===== config.mk =====
export PLATFORM = sky130hd
export DESIGN_NAME = imem_loader
export DESIGN_NICKNAME = d
export VERILOG_FILES = /design/src/rtl/imem_loader_pkg.sv /design/src/rtl/byte_to_word_packer.sv /design/src/rtl/imem_loader.sv
export SDC_FILE = /design/constraint.sdc
export NUM_CORES = 1
export LEC_CHECK = 0
export BUFFER_PORTS_ARGS = -buffer_cell sky130_fd_sc_hd__buf_2
export CAP_MARGIN = 40
export CORE_MARGIN = 1.5
export CORE_UTILIZATION = 52
export CTS_BUF_LIST = sky130_fd_sc_hd__clkbuf_4
export DETAILED_ROUTE_END_ITERATION = 16
export GPL_TIMING_DRIVEN = 0
export PLACE_DENSITY_LB_ADDON = 0.08
export REMOVE_ABC_BUFFERS = 1
export SLEW_MARGIN = 5
export SYNTH_ARGS = -nofsm -noshare
export SYNTH_HDL_FRONTEND = slang
export SYNTH_SLANG_ARGS = --single-unit

===== constraint.sdc =====
create_clock -name clk -period 2 [get_ports clk]
set_input_delay 0.3 -clock clk [delete_from_list [all_inputs] [get_ports clk]]
set_output_delay 0.3 -clock clk [all_outputs]
set_load 0.005 [all_outputs]

===== src/rtl/imem_loader_pkg.sv =====
// Shared types and constants for the instruction-memory boot loader.
// Used by imem_loader and byte_to_word_packer.
package imem_loader_pkg;

    typedef enum logic [2:0] {
        IDLE,
        LEN,
        DATA,
        CSUM,
        DONE,
        ERROR
    } state_t;

    localparam logic [7:0] SYNC_BYTE_DEFAULT = 8'hA5;
    localparam int         BYTE_IDX_W        = 2;

endpackage


===== src/rtl/byte_to_word_packer.sv =====
// Gathers four bytes into one little-endian 32-bit word.
// Reused by the loader for the length field, data words and checksum.
module byte_to_word_packer
    import imem_loader_pkg::*;
(
    input  logic        clk,
    input  logic        rst,
    input  logic        clr,
    input  logic        byte_en,
    input  logic [7:0]  byte_in,
    output logic        word_valid,
    output logic [31:0] word
);

    logic [BYTE_IDX_W-1:0] byte_idx;
    logic [23:0]           asm_p0;

    always_ff @(posedge clk) begin
        if (rst || clr) begin
            byte_idx <= '0;
        end else if (byte_en) begin
            byte_idx <= byte_idx + BYTE_IDX_W'(1);
        end
    end

    // Shift right so the first byte lands in the low lane once the fourth arrives.
    always_ff @(posedge clk) begin
        if (byte_en) begin
            asm_p0 <= {byte_in, asm_p0[23:8]};
        end
    end

    assign word_valid = byte_en && (byte_idx == BYTE_IDX_W'(3));
    assign word       = {byte_in, asm_p0};

endmodule


===== src/rtl/imem_loader.sv =====
// Boot loader: frames a byte stream into instruction words, writes imem, then releases the core.
// Optional checksum trailer is enabled by defining IMEM_LOADER_CHECKSUM_EN.
module imem_loader
    import imem_loader_pkg::*;
#(
    parameter int         ADDR_WIDTH = 10,
    parameter int         MAX_WORDS  = 1024,
    parameter int         BASE_ADDR  = 0,
    parameter logic [7:0] SYNC_BYTE  = SYNC_BYTE_DEFAULT
) (
    input  logic                  clk,
    input  logic                  rst,
    input  logic                  rx_valid,
    input  logic [7:0]            rx_data,
    output logic                  rx_ready,
    output logic                  imem_we,
    output logic [ADDR_WIDTH-1:0] imem_addr,
    output logic [31:0]           imem_wdata,
    output logic                  core_run,
    output logic                  load_busy,
    output logic                  load_err,
    output logic [ADDR_WIDTH:0]   words_loaded
);

    state_t              state;
    logic                accept;
    logic                byte_en;
    logic                pack_clr;
    logic                word_valid;
    logic [31:0]         word;
    logic [ADDR_WIDTH:0] len_reg;
    logic [ADDR_WIDTH:0] words_next;

    assign accept     = rx_valid && rx_ready;
    assign byte_en    = accept && (state == LEN || state == DATA || state == CSUM);
    assign pack_clr   = (state == IDLE);
    assign words_next = words_loaded + (ADDR_WIDTH + 1)'(1);

    byte_to_word_packer u_packer (
        .clk        (clk),
        .rst        (rst),
        .clr        (pack_clr),
        .byte_en    (byte_en),
        .byte_in    (rx_data),
        .word_valid (word_valid),
        .word       (word)
    );

    // Length is range-checked before DATA, so it always fits in ADDR_WIDTH+1 bits.
    always_ff @(posedge clk) begin
        if (state == LEN && word_valid) begin
            len_reg <= word[ADDR_WIDTH:0];
        end
    end

`ifdef IMEM_LOADER_CHECKSUM_EN
    logic [31:0] sum;

    always_ff @(posedge clk) begin
        if (state == IDLE) begin
            sum <= '0;
        end else if (state == DATA && word_valid) begin
            sum <= sum + word;
        end
    end
`endif

    always_ff @(posedge clk) begin
        if (rst) begin
            state        <= IDLE;
            rx_ready     <= 1'b1;
            imem_we      <= 1'b0;
            imem_addr    <= '0;
            imem_wdata   <= '0;
            core_run     <= 1'b0;
            load_busy    <= 1'b0;
            load_err     <= 1'b0;
            words_loaded <= '0;
        end else begin
            imem_we <= 1'b0;
            case (state)
                IDLE: begin
                    if (accept && rx_data == SYNC_BYTE) begin
                        state        <= LEN;
                        load_busy    <= 1'b1;
                        words_loaded <= '0;
                    end
                end
                LEN: begin
                    if (word_valid) begin
                        if (word == 32'd0) begin
                            state     <= DONE;
                            core_run  <= 1'b1;
                            load_busy <= 1'b0;
                            rx_ready  <= 1'b0;
                        end else if (word > 32'(MAX_WORDS)) begin
                            state     <= ERROR;
                            load_err  <= 1'b1;
                            load_busy <= 1'b0;
                            rx_ready  <= 1'b0;
                        end else begin
                            state <= DATA;
                        end
                    end
                end
                DATA: begin
                    if (word_valid) begin
                        imem_we      <= 1'b1;
                        imem_wdata   <= word;
                        imem_addr    <= ADDR_WIDTH'(BASE_ADDR) + words_loaded[ADDR_WIDTH-1:0];
                        words_loaded <= words_next;
                        if (words_next == len_reg) begin
`ifdef IMEM_LOADER_CHECKSUM_EN
                            state <= CSUM;
`else
                            state     <= DONE;
                            core_run  <= 1'b1;
                            load_busy <= 1'b0;
                            rx_ready  <= 1'b0;
`endif
                        end
                    end
                end
`ifdef IMEM_LOADER_CHECKSUM_EN
                CSUM: begin
                    if (word_valid) begin
                        load_busy <= 1'b0;
                        rx_ready  <= 1'b0;
                        if (word == sum) begin
                            state    <= DONE;
                            core_run <= 1'b1;
                        end else begin
                            state    <= ERROR;
                            load_err <= 1'b1;
                        end
                    end
                end
`endif
                default: ;
            endcase
        end
    end

endmodule


# Yosys cells after proc, flatten, opt, wreduce, memory -nomap -nowiden
# Index checks and enable logic that the tools add are counted.
# totals
wordCells	74
regBits	98
inputBits	11
out_inout_bits	58
# classes
n_bitwise	2
order_cmp	1
n_eq_ne	12
reduce_logical	21
n_addsub	2
muxes	24
# op_table
cell	count
32-bit by 11-bit > comparator with 1-bit output, second input constant	1
32-bit zero test	1
11-bit 2-to-1 mux	2
11-bit one-hot mux with 2 select lines	1
3-bit 2-to-1 mux	6
5-bit AND reduction	3
11-bit by 1-bit adder with 11-bit output, second input constant	1
11-bit == test	1
1-bit 2-to-1 mux	11
3-bit one-hot mux with 3 select lines	1
8-bit == test, second input constant	1
3-bit by 2-bit == test with 1-bit output, second input constant	2
2-bit != test, second input constant	3
6-bit AND reduction	1
1-bit logical AND	5
2-bit by 1-bit != test with 1-bit output, second input constant	2
1-bit one-hot mux with 2 select lines	2
4-bit AND reduction	1
2-bit nonzero test	2
3-bit by 1-bit == test with 1-bit output, second input constant	1
3-bit zero test	1
1-bit logical OR	3
3-bit by 1-bit != test with 1-bit output, second input constant	1
1-bit one-hot mux with 3 select lines	1
other kinds (7)	8

# Logic depth before layout (Yosys ltp)
# Gate-level depths: netlist (run 1).
# logic_depth
word_depth	7
ltp_mapped	10
mapped_depth_nobuf	8

# Cells and area by module
# A second synthesis (run 1) with hierarchy kept.
# hier_totals
cells_unflattened	420
area_unflattened_um2	4098.9
# by_module_without_submodules
module	instances	cells_each	area_each_um2	seq_area_each_um2
imem_loader	1	380	3219.3	1551.5
byte_to_word_packer	1	40	879.6	760.7

# Least setup slack after synthesis (run 1)
# OpenSTA, ideal clock, no wires.
# synth_path
path_type	reg-to-reg
from	register words_loaded[0]
to	register state[1]
setup_time_ps	67
slack_ps	-227
arrival_ps	2159
path_stages_with_launch	9
required_ps	1933
path_buffers	0
period_less_slack_ps	2227
path_cell_list	dfxtp_1 ha_1 and3_1 nand3_2 mux2_4 o32ai_1 and4bb_4 or3b_1 a21oi_2
# synth_between
elab_chain_len	4
# synth_rtl
item	line	text
start, declared	imem_loader.sv:22	output logic [ADDR_WIDTH:0] words_loaded
start signal, assigned	imem_loader.sv:111	words_loaded <= words_next;
11-bit by 1-bit adder with 11-bit output	imem_loader.sv:37	assign words_next = words_loaded + (ADDR_WIDTH + 1)'(1);
11-bit == test	imem_loader.sv:112	if (words_next == len_reg) begin
2-bit by 1-bit != test with 1-bit output (no line)	--	
5-bit AND reduction (no line)	--	
end signal, assigned	imem_loader.sv:70	state <= IDLE;
end signal, assigned	imem_loader.sv:102	state <= DATA;
end signal, assigned	imem_loader.sv:116	state <= DONE;
end, declared	imem_loader.sv:25	state_t state;
# Every way passes these cells.
# A chain may end at the register's enable or synchronous reset.

# Worst setup path after layout (run 1)
# layout_path
from	register words_loaded[1]
to	register state[1]
# Same word-level chain as after synthesis.

==> flow_summary.toml, run 1 <==
[synthesis]
synth_top_area_share = 0.3241
synth_most_common_cell = "nand2_1"
synthTopCellsByCount = "93 x nand2_1, 63 x dfxtp_1, 59 x a21oi_1"
synth_ff_type = "dfxtp_1"
syn_avg_cell_area_um2 = 9.632
synthTopCellsByArea = "dfxtp_1 32%, edfxtp_1 27%, nand2_1 9.0%"
yosysWarnings = 0
netlist_instances = 404
synth_edf_count = 35
syn-cell-area_um2 = 3891
synth_seq_area_share = 0.5942
synth_top_area_cell = "dfxtp_1"
synth_seq_cells = 98
synth.distinct_cells = 47
synthArstFlopShare = 0

[final_layout]
ff_latch_area_um2 = 2337
drive_gt1_frac = 0.2818
final_cell_area_um2 = 4797
top_register = "imem_wdata"
reg_top3 = "imem_wdata x32, u_packer.asm_p0 x24"
fillCellCount = 640
largest_reg_flops = 32
multi_input_area_um2 = 1628
diodes = 0
area_delta_synth_final_pct = 23.28
nNetsFinal = 487
finalCoreUtilization = 0.6614

[timing]
period_share = 1.032
worst_pin_slew_ns = 0.5558
rsz0062_at_grt = "yes"
max-slew-margin-rel = 0.6295
max_freq_mhz = 484.4
whs_ns = 0.04641
fin_ws_ns = -0.06422
setup_viol = 2
slew_violations = 0
finClkSkew_ns = 0.01377
period_needed_ns = 2.064
hold_viol = 0

[clock_tree]
clock_sinks = 98
cts_tree = "done"
cts_htree_levels = 3
root_buffer = "clkbuf_4"
clk_pin_slew_ns = 0.15
cts_buffer_depth = 2
worstSkewPairLatency_ns = 0.45
cts_buffers = 9

[critical_path]
endpoint_kind = "flop"
cp.arrival_ns = 2.46
critical_path_required_ns = 2.39
worstSetupPathType = "flop to flop"
crit_fanout = 4
startpoint_type = "flop"

[global_route]
antenna_found_initial = 0
grt_pass1_vias = 2761
grt_max_degree = 43
grt-ovfl-total = 0
grt_pass1_wl_um = 13420
grt_usage = 0.2250

[placement]
detailed_place_hpwl_um = 5485
placed_cell_area_um2 = 4350
pre_cts_ws_ns = -0.5338
io_buffer_count = 68
place_congestion = 0.7733

[outcome]
violations = "setup timing"
status = "complete, but fails checks"

[floorplan]
die_y_um = 89.51
die-area_um2 = 8011
num_rows = 31
die_x_um = 89.51
core_area_um2 = 7253
io_pins = 69
start_util = 0.5365

[drt]
viasPerCell = 5.396
drt_iter0_drc = 143
route.detailed.drc = 0
vias = 3119
drtAntennaViolNets = 0
wl_per_cell_um = 14.43
wl_um = 8339
drt-pass1-iter-count = 4

[power_and_ir_drop]
ir_worst_vdd_uv = 456.1
power_leakage_nw = 1.800
p_per_area_nw_per_um2 = 689.8

[min_path]
hp-class = "input pin to flop"

[run]
maxCapViolCount = 0
==> kinds of logic (layout without fill, tap and decap cells) <==
group / after synthesis / count (layout) / share of synthesized area
buffers and inverters: 28 / 103 / 0.03022
flip-flops: 98 / 98 / 0.5942
multiplexers: 3 / 3 / 0.009002
XOR/XNOR: 10 / 10 / 0.02251
AND/OR/NAND/NOR: 178 / 178 / 0.2154
adder cells (fa/ha/maj): 2 / 2 / 0.006430
AO/OA/AOI/OAI: 85 / 85 / 0.1222
==> worst paths after layout <==
kind | from | to | slack [ns] | depth (start not counted)
max | words_loaded[1] | state[1] | -0.06 | 8
min | rx_data[1] | u_packer.asm_p0[17] | 0.05 | 1
max reg2reg | words_loaded[1] | state[1] | -0.06 | 8
min reg2reg | core_run | core_run | 0.46 | 2
==> per-layer routing <==
| metal | GRT usage | share of wire | up-vias |
|---|---|---|---|
| li1 | - | - | 1548 |
| met1 | 0.2878 | 0.44 | 1470 |
| met2 | 0.3643 | 0.49 | 82 |
| met3 | 0.05078 | 0.048 | 19 |
| met4 | 0.1049 | 0.020 | 0 |
| met5 | 0 | 0 | - |
==> stage by stage <==
stage               setup TNS (ns)  power (mW)  std cells
finish                     -0.1038       3.309        578
global route               -0.6948       3.419        578
CTS                        -0.2300       3.324        577
detailed placement          -6.712       2.142        551
global placement            -67.83       2.137        546
floorplan                   -9.122       2.101        379
==> worst max-delay path: stages (launching register included) <==
cell and delay (ns):
dfxtp_4 0.41, ha_4 0.14, and3_4 0.21, nand3_4 0.09
mux2_4 0.32, o32ai_4 0.11, and4bb_4 0.25, or3b_1 0.36
a21oi_2 0.13
==> final cells by class <==
class / instances / share of cell area
inverters: 3 / 0.002347
well taps: 99 / 0.02582
repair buffers: 84 / 0.1095
clock inverters: 7 / 0.02165
multi-input cells: 278 / 0.3393
flip-flops and latches: 98 / 0.4872
clock buffers: 9 / 0.01408
==> cells in the final DEF, fill, tap and decap left out, types with 4 or more instances in the layout <==
cell type  instances
nor4_1             6
nand3_1            7
xnor2_1            4
xor2_1             5
dfxtp_2            5
nand4_1            4
edfxtp_1          35
nand2_1           92
dfxtp_1           53
clkbuf_4           9
nor2_1            27
o21ai_0            8
buf_2             68
a21oi_1           58
nor2b_1            4
nand3b_1           5
buf_4             10
dfxtp_4            5
==> report_power, final <==
group	leakage (nW)	switching, mW	internal (mW)	total [mW]
sequential	0.828	0.000434	2.05	2.05
combinational	0.881	0.0347	0.0149	0.0496
clock	0.0908	0.695	0.519	1.21
==> repair_timing <==
item | CTS | global route
gates resized for setup | 38 | 12
endpoints found under the setup margin | 16 | 16
hold buffers | 0 | 0
buffers inserted | 10 | 1
pin swaps | 11 | 10
Note: power is estimated with default switching activity, not from simulation.
==> run 2: changes to the inputs <==
CORE_UTILIZATION = 57   (was 52)
CTS_CLUSTER_DIAMETER = 30   (was not set)
SKIP_CTS_REPAIR_TIMING = 1   (was not set)
clock period = 2.1 ns   (was 2 ns; I/O delays follow)
==> flow_summary.toml, run 2 (synthesized netlist as in run 1, its figures left out) <==
[final_layout]
layout_common_cells = "92 x nand2_1, 68 x buf_2, 59 x a21oi_1, 53 x dfxtp_1, 35 x edfxtp_1"
top_register = "imem_wdata"
drive_gt1_frac = 0.2771
layout_commonest_cell = "nand2_1"
finalCoreUtilization = 0.7290
nNetsFinal = 488
reg_top3 = "imem_wdata x32, u_packer.asm_p0 x24"
fillCellCount = 489
diodes = 0
area_delta_synth_final_pct = 21.00
largest_reg_flops = 32

[global_route]
grt_pass1_vias = 2818
grt_max_degree = 40
grt_pass1_wl_um = 13170
grt-ovfl-total = 0
grt_usage = 0.2312
antenna_found_initial = 0

[drt]
route.detailed.drc = 2
wl_per_cell_um = 15.20
viasPerCell = 5.652
drt-pass1-iter-count = 11
vias = 3148
drt_iter0_drc = 152
wl_um = 8464
drtAntennaViolNets = 0

[critical_path]
slowest_delay_ns = 0.42
crit_fanout = 6
crit_family = "simple AND/OR/NAND/NOR gates"
crit_buf_inv = 0
critical_path.startpoint = "words_loaded[1]"
ff2ff_path_depth = 8
worstSetupPathType = "flop to flop"
r2r-start = "words_loaded[1]"
critical_path_required_ns = 2.49
cp.depth = 8
reg2reg_to = "state[1]"
ff2ff_setup_slack_ns = -0.05
critPathSlowestCell = "dfxtp_4"
endpoint = "state[1]"
crit_chain = "ha_4 -> and3_4 -> nand3_4 -> mux2_4 -> o32ai_4 -> and4bb_4 -> or3b_4 -> a21oi_2"
cp.arrival_ns = 2.54
startpoint_type = "flop"
endpoint_kind = "flop"

[clock_tree]
cts_buffers = 9
worstSkewPairLatency_ns = 0.43
cts_htree_levels = 3
clk_pin_slew_ns = 0.16
root_buffer = "clkbuf_4"
cts_tree = "done"
cts_buffer_depth = 2
clock_sinks = 98

[timing]
slew_violations = 0
period_share = 1.024
period_needed_ns = 2.150
hold_viol = 0
whs_ns = 0.07634
max_freq_mhz = 465.1
max-slew-margin-rel = 0.6139
worst_pin_slew_ns = 0.5792
finClkSkew_ns = 0.01830
setup_viol = 3
fin_ws_ns = -0.05021
rsz0062_at_grt = "yes"

[power_and_ir_drop]
ir_worst_vdd_uv = 434.9
p_per_area_nw_per_um2 = 646.7
power_leakage_nw = 1.800

[min_path]
hp-class = "input pin to flop"

[outcome]
status = "complete, but fails checks"
violations = "DRC, setup timing"

[placement]
detailed_place_hpwl_um = 5476
io_buffer_count = 68
pre_cts_ws_ns = -0.4318
place_congestion = 0.8035

[floorplan]
die_x_um = 85.63
core_area_um2 = 6459
die_y_um = 85.63
io_pins = 69
start_util = 0.6025
num_rows = 29
die-area_um2 = 7332

[run]
maxCapViolCount = 0
## run 2: changes by cell type in the layout (fill, tap and decap cells not counted), moves of 2 or more
cell,change
clkinvlp_4,+2
buf_4,+2
nor2_2,+2
and4_1,+2
inv_8,+2
nor2_4,-2
and4_4,-2
## run 2: where the power goes
group          internal [mW]  total (mW)  switching (mW)
sequential              1.95        1.95        0.000388
clock                  0.386        1.05           0.662
combinational         0.0142      0.0481          0.0339
## run 2: through the flow
| step | instances | power (mW) | instance area, um2 | TNS (ns) |
|---|---|---|---|---|
| after floorplan | 379 | 2.001 | 3785 | -4.404 |
| after global placement | 524 | 2.035 | 4222 | -58.71 |
| after detailed placement | 529 | 2.040 | 4327 | -4.880 |
| after CTS | 545 | 3.069 | 4479 | -3.465 |
| after global routing | 557 | 3.149 | 4708 | -0.5125 |
| final | 557 | 3.045 | 4708 | -0.1309 |
## run 2: how the worst min path moves through the flow
stage | to | from | slack [ns] | cells after the start
after floorplan | state[1] | rst | 0.38 | 1
after global placement | core_run | core_run | 0.43 | 2
after detailed placement | core_run | core_run | 0.44 | 2
after CTS | u_packer.asm_p0[17] | rx_data[1] | 0.04 | 1
after global routing | u_packer.asm_p0[22] | rx_data[6] | 0.04 | 1
final | u_packer.asm_p0[17] | rx_data[1] | 0.08 | 1
## run 2: per-layer routing
layer | track usage | wire length, um | vias up
met5 | 0 | 0 | -
met4 | 0.09677 | 154 | 0
met3 | 0.05775 | 529 | 13
met2 | 0.3894 | 4258 | 108
met1 | 0.2844 | 3522 | 1469
li1 | - | - | 1558
## run 2: area by class of cell
class                   count  area, um2  area share
multi-input cells         278       1582      0.3359
clock inverters             7      85.08     0.01807
flip-flops and latches     98       2337      0.4964
well taps                  77      96.34     0.02046
repair buffers             85      529.3      0.1124
inverters                   3      11.26    0.002392
clock buffers               9      67.56     0.01435
==> run 3: changes to the inputs <==
--- a/config.mk
+++ b/config.mk
@@ -13,5 +13,5 @@
 export CTS_CLUSTER_DIAMETER = 30
 export DETAILED_ROUTE_END_ITERATION = 16
-export GPL_TIMING_DRIVEN = 0
+export GPL_TIMING_DRIVEN = 1
 export PLACE_DENSITY_LB_ADDON = 0.08
 export REMOVE_ABC_BUFFERS = 1
==> constraint.sdc (replaced) <==
create_clock -name clk -period 2.1 [get_ports clk]
set_input_delay 0.315 -clock clk [delete_from_list [all_inputs] [get_ports clk]]
set_output_delay 0.315 -clock clk [all_outputs]
set_load 0.01 [all_outputs]
==> flow_summary.toml, run 3 (synthesized netlist as in run 1, its figures left out) <==
[power_and_ir_drop]
ir_worst_vdd_uv = 554.4
power_leakage_nw = 1.848
p_per_area_nw_per_um2 = 669.2
power.total_mw = 3.172

[timing]
period_needed_ns = 2.122
rsz0062_at_grt = "yes"
slew_violations = 0
hold_viol = 0
worst_pin_slew_ns = 0.5594
max_freq_mhz = 471.2
fin_ws_ns = -0.02238
finClkSkew_ns = 0.01941
max-slew-margin-rel = 0.6271
fin_setup_tns_ns = -0.02238
period_share = 1.011
setup_viol = 1

[floorplan]
die_x_um = 85.63
die_y_um = 85.63
core_area_um2 = 6459
start_util = 0.6025
io_pins = 69
die-area_um2 = 7332
num_rows = 29

[placement]
io_buffer_count = 68
detailed_place_hpwl_um = 5763
placed_cells = 556
place_congestion = 0.8790
placed_cell_area_um2 = 4493

[min_path]
hold_path_end = "u_packer.asm_p0[19]"
hold-path-cell-count = 1
hold_start = "rx_data[3]"
hp-class = "input pin to flop"

[drt]
wl_um = 8580
drt-pass1-iter-count = 10
vias = 3211
wl_per_cell_um = 14.95
route.detailed.drc = 2
drt_iter0_drc = 131
drtAntennaViolNets = 0
viasPerCell = 5.594

[outcome]
status = "complete, but fails checks"
violations = "DRC, setup timing"

[critical_path]
critPathSlowestCell = "or3b_1"
critical_path_required_ns = 2.49
crit_fanout = 4
worstSetupPathType = "flop to flop"
crit_chain = "buf_4 -> and4_1 -> and4_1 -> xnor2_1 -> a21oi_1 -> and4bb_4 -> or3b_1 -> a21oi_2"
crit_path_frequent_cell = "and4_1"
startpoint_type = "flop"
ff2ff_setup_slack_ns = -0.02
cp.arrival_ns = 2.51
slowest_delay_ns = 0.38
r2r-start = "words_loaded[1]"
endpoint_kind = "flop"
reg2reg_to = "state[1]"
ff2ff_path_depth = 8

[clock_tree]
root_buffer = "clkbuf_4"
cts_buffer_depth = 2
clk_pin_slew_ns = 0.16
clock_sinks = 98
cts_tree = "done"
cts_buffers = 9
cts_htree_levels = 3
worstSkewPairLatency_ns = 0.44

[global_route]
grt_pass1_vias = 3074
met1_usage = 0.2870
use_met2 = 0.4281
grt_usage = 0.2441
grt-ovfl-total = 0
top_usage_layer = "met2"
antenna_found_initial = 0
use_met3 = 0.05871
grt_pass1_wl_um = 14010
grt_max_degree = 52

[final_layout]
area_delta_synth_final_pct = 21.83
fillCellCount = 489
layout_common_cells = "92 x nand2_1, 68 x buf_2, 59 x a21oi_1, 57 x dfxtp_1, 35 x edfxtp_1"
drive_gt1_frac = 0.2857
top_register = "imem_wdata"
final_cell_count_no_fill = 574
largest_reg_flops = 32
final_cell_area_um2 = 4741
reg_top3 = "imem_wdata x32, u_packer.asm_p0 x24"
diodes = 0
nNetsFinal = 505
layout_commonest_cell = "nand2_1"

[run]
maxCapViolCount = 0
==> run 3: worst max path at each step <==
stage,startpoint,to,slack [ns],cells past startpoint
global placement,rx_data[1],state[2],0.01,8
floorplan,state[1],words_loaded[3],-0.47,6
detailed placement,rx_data[1],state[2],-0.01,8
finish,words_loaded[1],state[1],-0.02,8
CTS,words_loaded[1],load_busy,-0.06,9
global route,words_loaded[0],load_busy,-0.11,9
==> run 3: worst max-delay path, delay by kind of cell (launching register included) <==
kind	cells	cell delay (ns)
flops	1	0.37
buf+inv	1	0.11
compound gates	2	0.34
simple gates	4	1.18
xor+xnor	1	0.08
==> run 3: report_power, final <==
part | switching [mW] | internal [mW]
registers | 0.000388 | 1.95
logic | 0.0316 | 0.0151
clock network | 0.666 | 0.505
==> run 3: routing by layer <==
layer / vias up / share of wire
met2: 78 / 0.52
met4: 0 / 0.014
li1: 1583 / -
met1: 1539 / 0.43
met5: - / 0
met3: 11 / 0.039
==> run 3: final cells by class <==
cell class / count / area [um2] / share of cell area
Multi-Input combinational cell: 278 / 1516 / 0.3199
Tap cell: 77 / 96.34 / 0.02032
Inverter: 3 / 11.26 / 0.002375
Sequential cell: 98 / 2320 / 0.4893
Clock buffer: 9 / 67.56 / 0.01425
Clock inverter: 7 / 108.9 / 0.02296
Timing Repair Buffer: 102 / 620.6 / 0.1309
==> run 3: stage by stage <==
stage / hold slack (ns) / util / worst slack (ns)
2_1_floorplan: 0.3774 / - / -0.4717
3_3_place_gp: 0.4341 / 0.6957 / 0.01286
3_5_place_dp: 0.4437 / 0.6957 / -0.01276
4_1_cts: 0.04437 / 0.7230 / -0.06230
5_1_grt: 0.03277 / 0.7340 / -0.1122
6_report: 0.07422 / 0.7340 / -0.02238
